$ cat src/rtl/snake_move_ctrl.sv
// Player-input front end: sync, debounce, press detect, reversal rejection and frame-committed turns.
// Define SNAKE_MOVE_TURN_BUF_EN to turn the single pending-turn register into a 2-deep FIFO per player.
module snake_move_ctrl #(
    parameter int unsigned DEBOUNCE_CYCLES = 500000,
    parameter int unsigned DB_W            = 20
) (
    input  logic        clock,
    input  logic        reset,
    input  logic [3:0]  btn1,
    input  logic [3:0]  btn2,
    input  logic        tick,
    output logic [31:0] move1,
    output logic [31:0] move2,
    output logic        pending1,
    output logic        pending2
);

    localparam int unsigned NP    = 2;
    localparam int unsigned NB    = 8;
    localparam int unsigned DIR_W = 3;
    localparam logic [DB_W-1:0] DB_LAST = DB_W'(DEBOUNCE_CYCLES - 1);
    localparam logic [NP-1:0][DIR_W-1:0] MOVE_RST = {3'd4, 3'd2};

    logic [NB-1:0]            sync1_q, sync1_d, sync2_q, sync2_d;
    logic [NB-1:0]            stable_q, stable_d, prev_q, prev_d;
    logic [NB-1:0][DB_W-1:0]  cnt_q, cnt_d;
    logic [NB-1:0]            press;
    logic [NP-1:0][DIR_W-1:0] move_q, move_d, press_dir, ref_dir;
    logic [NP-1:0]            pend_q, pend_d, accept;

    // Highest-priority pressed direction: up > right > down > left.
    function automatic logic [DIR_W-1:0] prio(input logic [3:0] v);
        logic [DIR_W-1:0] d;
        d = '0;
        if (v[3]) d = 3'd4;
        if (v[2]) d = 3'd3;
        if (v[1]) d = 3'd2;
        if (v[0]) d = 3'd1;
        return d;
    endfunction

    function automatic logic [DIR_W-1:0] opp(input logic [DIR_W-1:0] r);
        return (r > 3'd2) ? (r - 3'd2) : (r + 3'd2);
    endfunction

    always_comb begin
        sync1_d  = {btn2, btn1};
        sync2_d  = sync1_q;
        stable_d = stable_q;
        cnt_d    = cnt_q;
        prev_d   = stable_q;
        for (int b = 0; b < NB; b++) begin
            if (sync2_q[b] == stable_q[b]) begin
                cnt_d[b] = '0;
            end else if (cnt_q[b] == DB_LAST) begin
                stable_d[b] = sync2_q[b];
                cnt_d[b]    = '0;
            end else begin
                cnt_d[b] = cnt_q[b] + DB_W'(1);
            end
        end
    end

    always_comb begin
        press     = stable_q & ~prev_q;
        press_dir = '0;
        accept    = '0;
        for (int p = 0; p < NP; p++) begin
            press_dir[p] = prio(press[p*4 +: 4]);
            accept[p]    = (press_dir[p] != '0) && (press_dir[p] != ref_dir[p])
                           && (press_dir[p] != opp(ref_dir[p]));
        end
    end

`ifdef SNAKE_MOVE_TURN_BUF_EN
    logic [NP-1:0][1:0][DIR_W-1:0] fifo_q, fifo_d;
    logic [NP-1:0][1:0]            fcnt_q, fcnt_d;

    // Reference is the newest queued turn; with the FIFO empty it is the committed move.
    always_comb begin
        ref_dir = move_q;
        for (int p = 0; p < NP; p++) begin
            if (fcnt_q[p] == 2'd2)      ref_dir[p] = fifo_q[p][1];
            else if (fcnt_q[p] == 2'd1) ref_dir[p] = fifo_q[p][0];
        end
    end

    // Pop on tick first so a push into a full FIFO on a tick cycle still fits.
    always_comb begin
        move_d = move_q;
        fifo_d = fifo_q;
        fcnt_d = fcnt_q;
        pend_d = '0;
        for (int p = 0; p < NP; p++) begin
            if (tick && (fcnt_q[p] != 2'd0)) begin
                move_d[p]    = fifo_q[p][0];
                fifo_d[p][0] = fifo_q[p][1];
                fcnt_d[p]    = fcnt_q[p] - 2'd1;
            end
            if (accept[p] && (fcnt_d[p] != 2'd2)) begin
                fifo_d[p][fcnt_d[p][0]] = press_dir[p];
                fcnt_d[p]               = fcnt_d[p] + 2'd1;
            end
            pend_d[p] = (fcnt_d[p] != 2'd0);
        end
    end

    always_ff @(posedge clock) begin
        if (reset) begin
            fifo_q <= '0;
            fcnt_q <= '0;
        end else begin
            fifo_q <= fifo_d;
            fcnt_q <= fcnt_d;
        end
    end
`else
    logic [NP-1:0][DIR_W-1:0] pdir_q, pdir_d;

    always_comb begin
        for (int p = 0; p < NP; p++) begin
            ref_dir[p] = (tick && pend_q[p]) ? pdir_q[p] : move_q[p];
        end
    end

    // Commit the old pending turn on tick, then let an accepted press overwrite it.
    always_comb begin
        move_d = move_q;
        pend_d = pend_q;
        pdir_d = pdir_q;
        for (int p = 0; p < NP; p++) begin
            if (tick && pend_q[p]) begin
                move_d[p] = pdir_q[p];
                pend_d[p] = 1'b0;
            end
            if (accept[p]) begin
                pdir_d[p] = press_dir[p];
                pend_d[p] = 1'b1;
            end
        end
    end

    always_ff @(posedge clock) begin
        if (reset) pdir_q <= '0;
        else       pdir_q <= pdir_d;
    end
`endif

    always_ff @(posedge clock) begin
        if (reset) begin
            sync1_q  <= '0;
            sync2_q  <= '0;
            stable_q <= '0;
            prev_q   <= '0;
            cnt_q    <= '0;
            move_q   <= MOVE_RST;
            pend_q   <= '0;
        end else begin
            sync1_q  <= sync1_d;
            sync2_q  <= sync2_d;
            stable_q <= stable_d;
            prev_q   <= prev_d;
            cnt_q    <= cnt_d;
            move_q   <= move_d;
            pend_q   <= pend_d;
        end
    end

    assign move1    = 32'(move_q[0]);
    assign move2    = 32'(move_q[1]);
    assign pending1 = pend_q[0];
    assign pending2 = pend_q[1];

endmodule

$ cat config.mk
export PLATFORM = sky130hd
export DESIGN_NAME = snake_move_ctrl
export DESIGN_NICKNAME = d
export VERILOG_FILES = /design/src/rtl/snake_move_ctrl.sv
export SDC_FILE = /design/constraint.sdc
export NUM_CORES = 1
export LEC_CHECK = 0
export CORE_ASPECT_RATIO = 1.2
export CORE_MARGIN = 2
export CORE_UTILIZATION = 37
export CTS_BUF_LIST = sky130_fd_sc_hd__clkbuf_8
export DETAILED_ROUTE_END_ITERATION = 7
export SYNTH_ARGS = -nofsm -noshare
export SYNTH_HDL_FRONTEND = slang
export SYNTH_SLANG_ARGS = --single-unit
$ cat constraint.sdc
create_clock -name clock -period 1.83 [get_ports clock]
set_input_delay 0.4575 -clock clock [delete_from_list [all_inputs] [get_ports clock]]
set_output_delay 0.4575 -clock clock [all_outputs]
set_load 0.01 [all_outputs]
==> flow_metrics.tcl <==
set metrics [dict create \
    grt_max_degree 24 \
    syn-instance-count 1018 \
    syn_avg_cell_area_sq_um 8.90 \
    antenna_found_initial 0 \
    synth_seq_area_share 0.455 \
    rr_endpoint "cnt_q[110]" \
    path_class "register to register" \
    cts_sinks 206 \
    fin_skew_ns 0.0201 \
    crit_arrival_ns 2.12 \
    rows 62 \
    fillerInstances 2335 \
    ys_types 44 \
    dr_total_vias 6646 \
    synth_top_area_frac 0.455 \
    intPower_w 0.00674 \
    min_path_type "input pin to register" \
    postRouteAntennaNets 0 \
    grt_pass1_vias 6316 \
    viasPerCell 4.55 \
    switchingPower_w 0.00193 \
    multiInputGateArea_sq_um 4640 \
    start_util 0.378 \
    grt_pass1_wl_mm 27.7 \
    holdWs_ns 0.401 \
    dpl_cell_area_sq_um 9870 \
    p_comb_frac 0.021 \
    total_power_w 0.00867 \
    vdd_drop_max_uv 475 \
    holdPathEnd "prev_d[1]" \
    hold_viol_final 0 \
    io_buffers 18 \
    syn-cell-area_sq_um 9060 \
    hp-start "reset" \
    outcome "completed" \
    drive_above_1_share 0.140 \
    end_kind "register" \
    regArea_sq_um 4130 \
    rr_startpoint "cnt_q[100]" \
    io_pins 77 \
    switching_share 0.222 \
    wire_per_inst_microns 10.9 \
    r2r_cells 8 \
    ff2ff_setup_slack_ns 0.10 \
    p_leak_nw 3.89 \
    seq_power_share 0.521 \
    fin_crit_sh 0.945 \
    synth_edf_count 0 \
    clk-insertion-delay-late_ns 0.51 \
    die_h_microns 175 \
    final_nets 1137 \
    hpwl_mm 10.8 \
    final_cell_mix "dfxtp_1 (201), nor2_1 (200), xor2_1 (91)" \
    area_delta_synth_final_pct 18.4 \
    crit_path_start_kind "register" \
    async_flop_share 0 \
    yosys_warnings 0 \
    synthTopCellsByArea "dfxtp_1 (46%), xor2_1 (8.8%), nor2_1 (8.3%)" \
    core_sq_um 24000 \
    die_area_sq_um 25800 \
    cp_slowest_cell "dfxtp_1" \
    ctsLongestPathBuffers 3 \
    pwr-share-clk 0.457 \
    drv_cap 0 \
    clk_transition_reported_paths_ns 0.06 \
    cts_tree "yes" \
    fin_util 0.447 \
    critPathRequiredTime_ns 2.22 \
    synth-seq-cells 206 \
    drt_iter0_drc 257 \
    cts_made_buffers 36 \
    crit_family "simple AND/OR/NAND/NOR gates" \
    antenna_cells 0 \
    cts_root_buf "clkbuf_8" \
    cp_num_buf_inv 2 \
    yosys_most_used_dff "dfxtp_1" \
    grt_usage 0.125 \
    route.detailed.drc 0 \
    synth_top_area_cell "dfxtp_1" \
    powerDensity_nw_per_um2 808 \
    gp_congestion 0.791 \
    cp_max_fo 10 \
    period_minus_slack_ns 1.73 \
    htreeDepth 2 \
    gr-total-overflow 0 \
    finalSetupViolCount 0 \
    final_common_cell "dfxtp_1" \
    final_area_sq_um 10700 \
    drv_slew 0 \
    totalWireLength_mm 16.0 \
    die_w_microns 147 \
    fmax_ghz 0.578 \
    critical-path-max-stage-delay_ns 0.33 \
    path_cells "ha_2 -> nor4b_4 -> nand2_1 -> nor4bb_2 -> buf_4 -> or3_4 -> clkbuf_16 -> nor2_1" \
    first_pass_iters 4 \
    holdPathStages 2 \
    postCtsHoldBufs 0 \
]
==> per-stage QoR <==
step | instances | worst slack (ns) | setup TNS, ns
finish | 1462 | 0.101 | 0
global route | 1462 | -0.0372 | -0.0444
CTS | 1458 | 0.0118 | 0
detailed placement | 1395 | -0.604 | -4.90
global placement | 1395 | -0.529 | -4.44
floorplan | 1075 | 0.0325 | 0
==> logic make-up after synthesis <==
kind of cell / share of synthesized area
fa+ha+maj: 0.0110
buf+inv: 0.0688
xor+xnor: 0.146
other cells: 0.000414
mux: 0.0180
simple gates: 0.279
compound gates: 0.0213
flops: 0.455
==> cells in the mapped netlist (2+ instances only) <==
cell	n
nor2b_1	33
nor4bb_1	3
nor4b_1	8
nand2_1	43
nand3_1	70
buf_2	3
a31oi_1	4
nand2b_1	10
a211oi_2	2
nand3b_1	3
xor2_1	91
nand2_2	2
mux2_2	2
a211oi_1	2
mux2i_1	14
o21bai_1	4
nand4_1	37
nor2_1	200
and4_1	8
buf_4	62
o21ai_0	6
ha_1	8
and2_1	8
nor3_1	23
o211ai_1	2
or2_2	4
dfxtp_1	206
a21oi_1	7
a32oi_1	2
inv_1	18
and3_1	24
nor4_1	11
xnor2_1	60
clkbuf_1	17
or3_1	12
==> power by group through the flow <==
stage          combinational [W]  sequential (W)  clock, W
2_1_floorplan           0.000212         0.00461         0
3_3_place_gp            0.000181         0.00462         0
3_5_place_dp            0.000182         0.00462         0
4_1_cts                 0.000181         0.00452   0.00415
5_1_grt                 0.000205         0.00452   0.00435
6_report                0.000184         0.00452   0.00397
==> what timing repair did <==
action,4_1_cts,5_1_grt
endpoints found under the hold margin,0,0
gates cloned,0,1
pin swaps,3,7
setup endpoints to repair,31,80
buffers inserted,1,4
resized for setup,14,24
==> how the worst max path moves through the flow <==
| stage | startpoint | to | slack [ns] | cells past startpoint |
|---|---|---|---|---|
| detailed placement | tick | pdir_q[0] | -0.60 | 7 |
| global placement | tick | pdir_q[0] | -0.53 | 7 |
| finish | cnt_q[100] | cnt_q[110] | 0.10 | 8 |
| global route | prev_d[0] | pdir_q[2] | -0.04 | 8 |
| CTS | prev_d[4] | pdir_q[3] | 0.01 | 7 |
| floorplan | cnt_q[140] | cnt_q[149] | 0.03 | 9 |
==> final cells by class <==
type / count / area share
clock buffer: 44 / 0.0565
multi-input combinational: 768 / 0.433
clock inverter: 18 / 0.00770
sequential: 206 / 0.385
timing repair buffer: 88 / 0.0741
tap: 320 / 0.0373
inverter: 18 / 0.00630
==> metal layers <==
| metal | GRT usage | share of wire | vias up |
|---|---|---|---|
| li1 | - | - | 3489 |
| met1 | 0.156 | 0.48 | 3040 |
| met2 | 0.209 | 0.46 | 88 |
| met3 | 0.0306 | 0.040 | 29 |
| met4 | 0.0469 | 0.019 | 0 |
| met5 | 0 | 0 | - |
==> state kept, by name, summed over array words and instances, names as in the netlist <==
| name | flops |
|---|---|
| cnt_q | 160 |
| prev_d | 8 |
| prev_q | 8 |
| sync1_q | 8 |
| sync2_q | 8 |
| pdir_q | 6 |
| move1 | 3 |
| move2 | 3 |
| pend_q | 2 |
(Power assumes the default switching activity.)
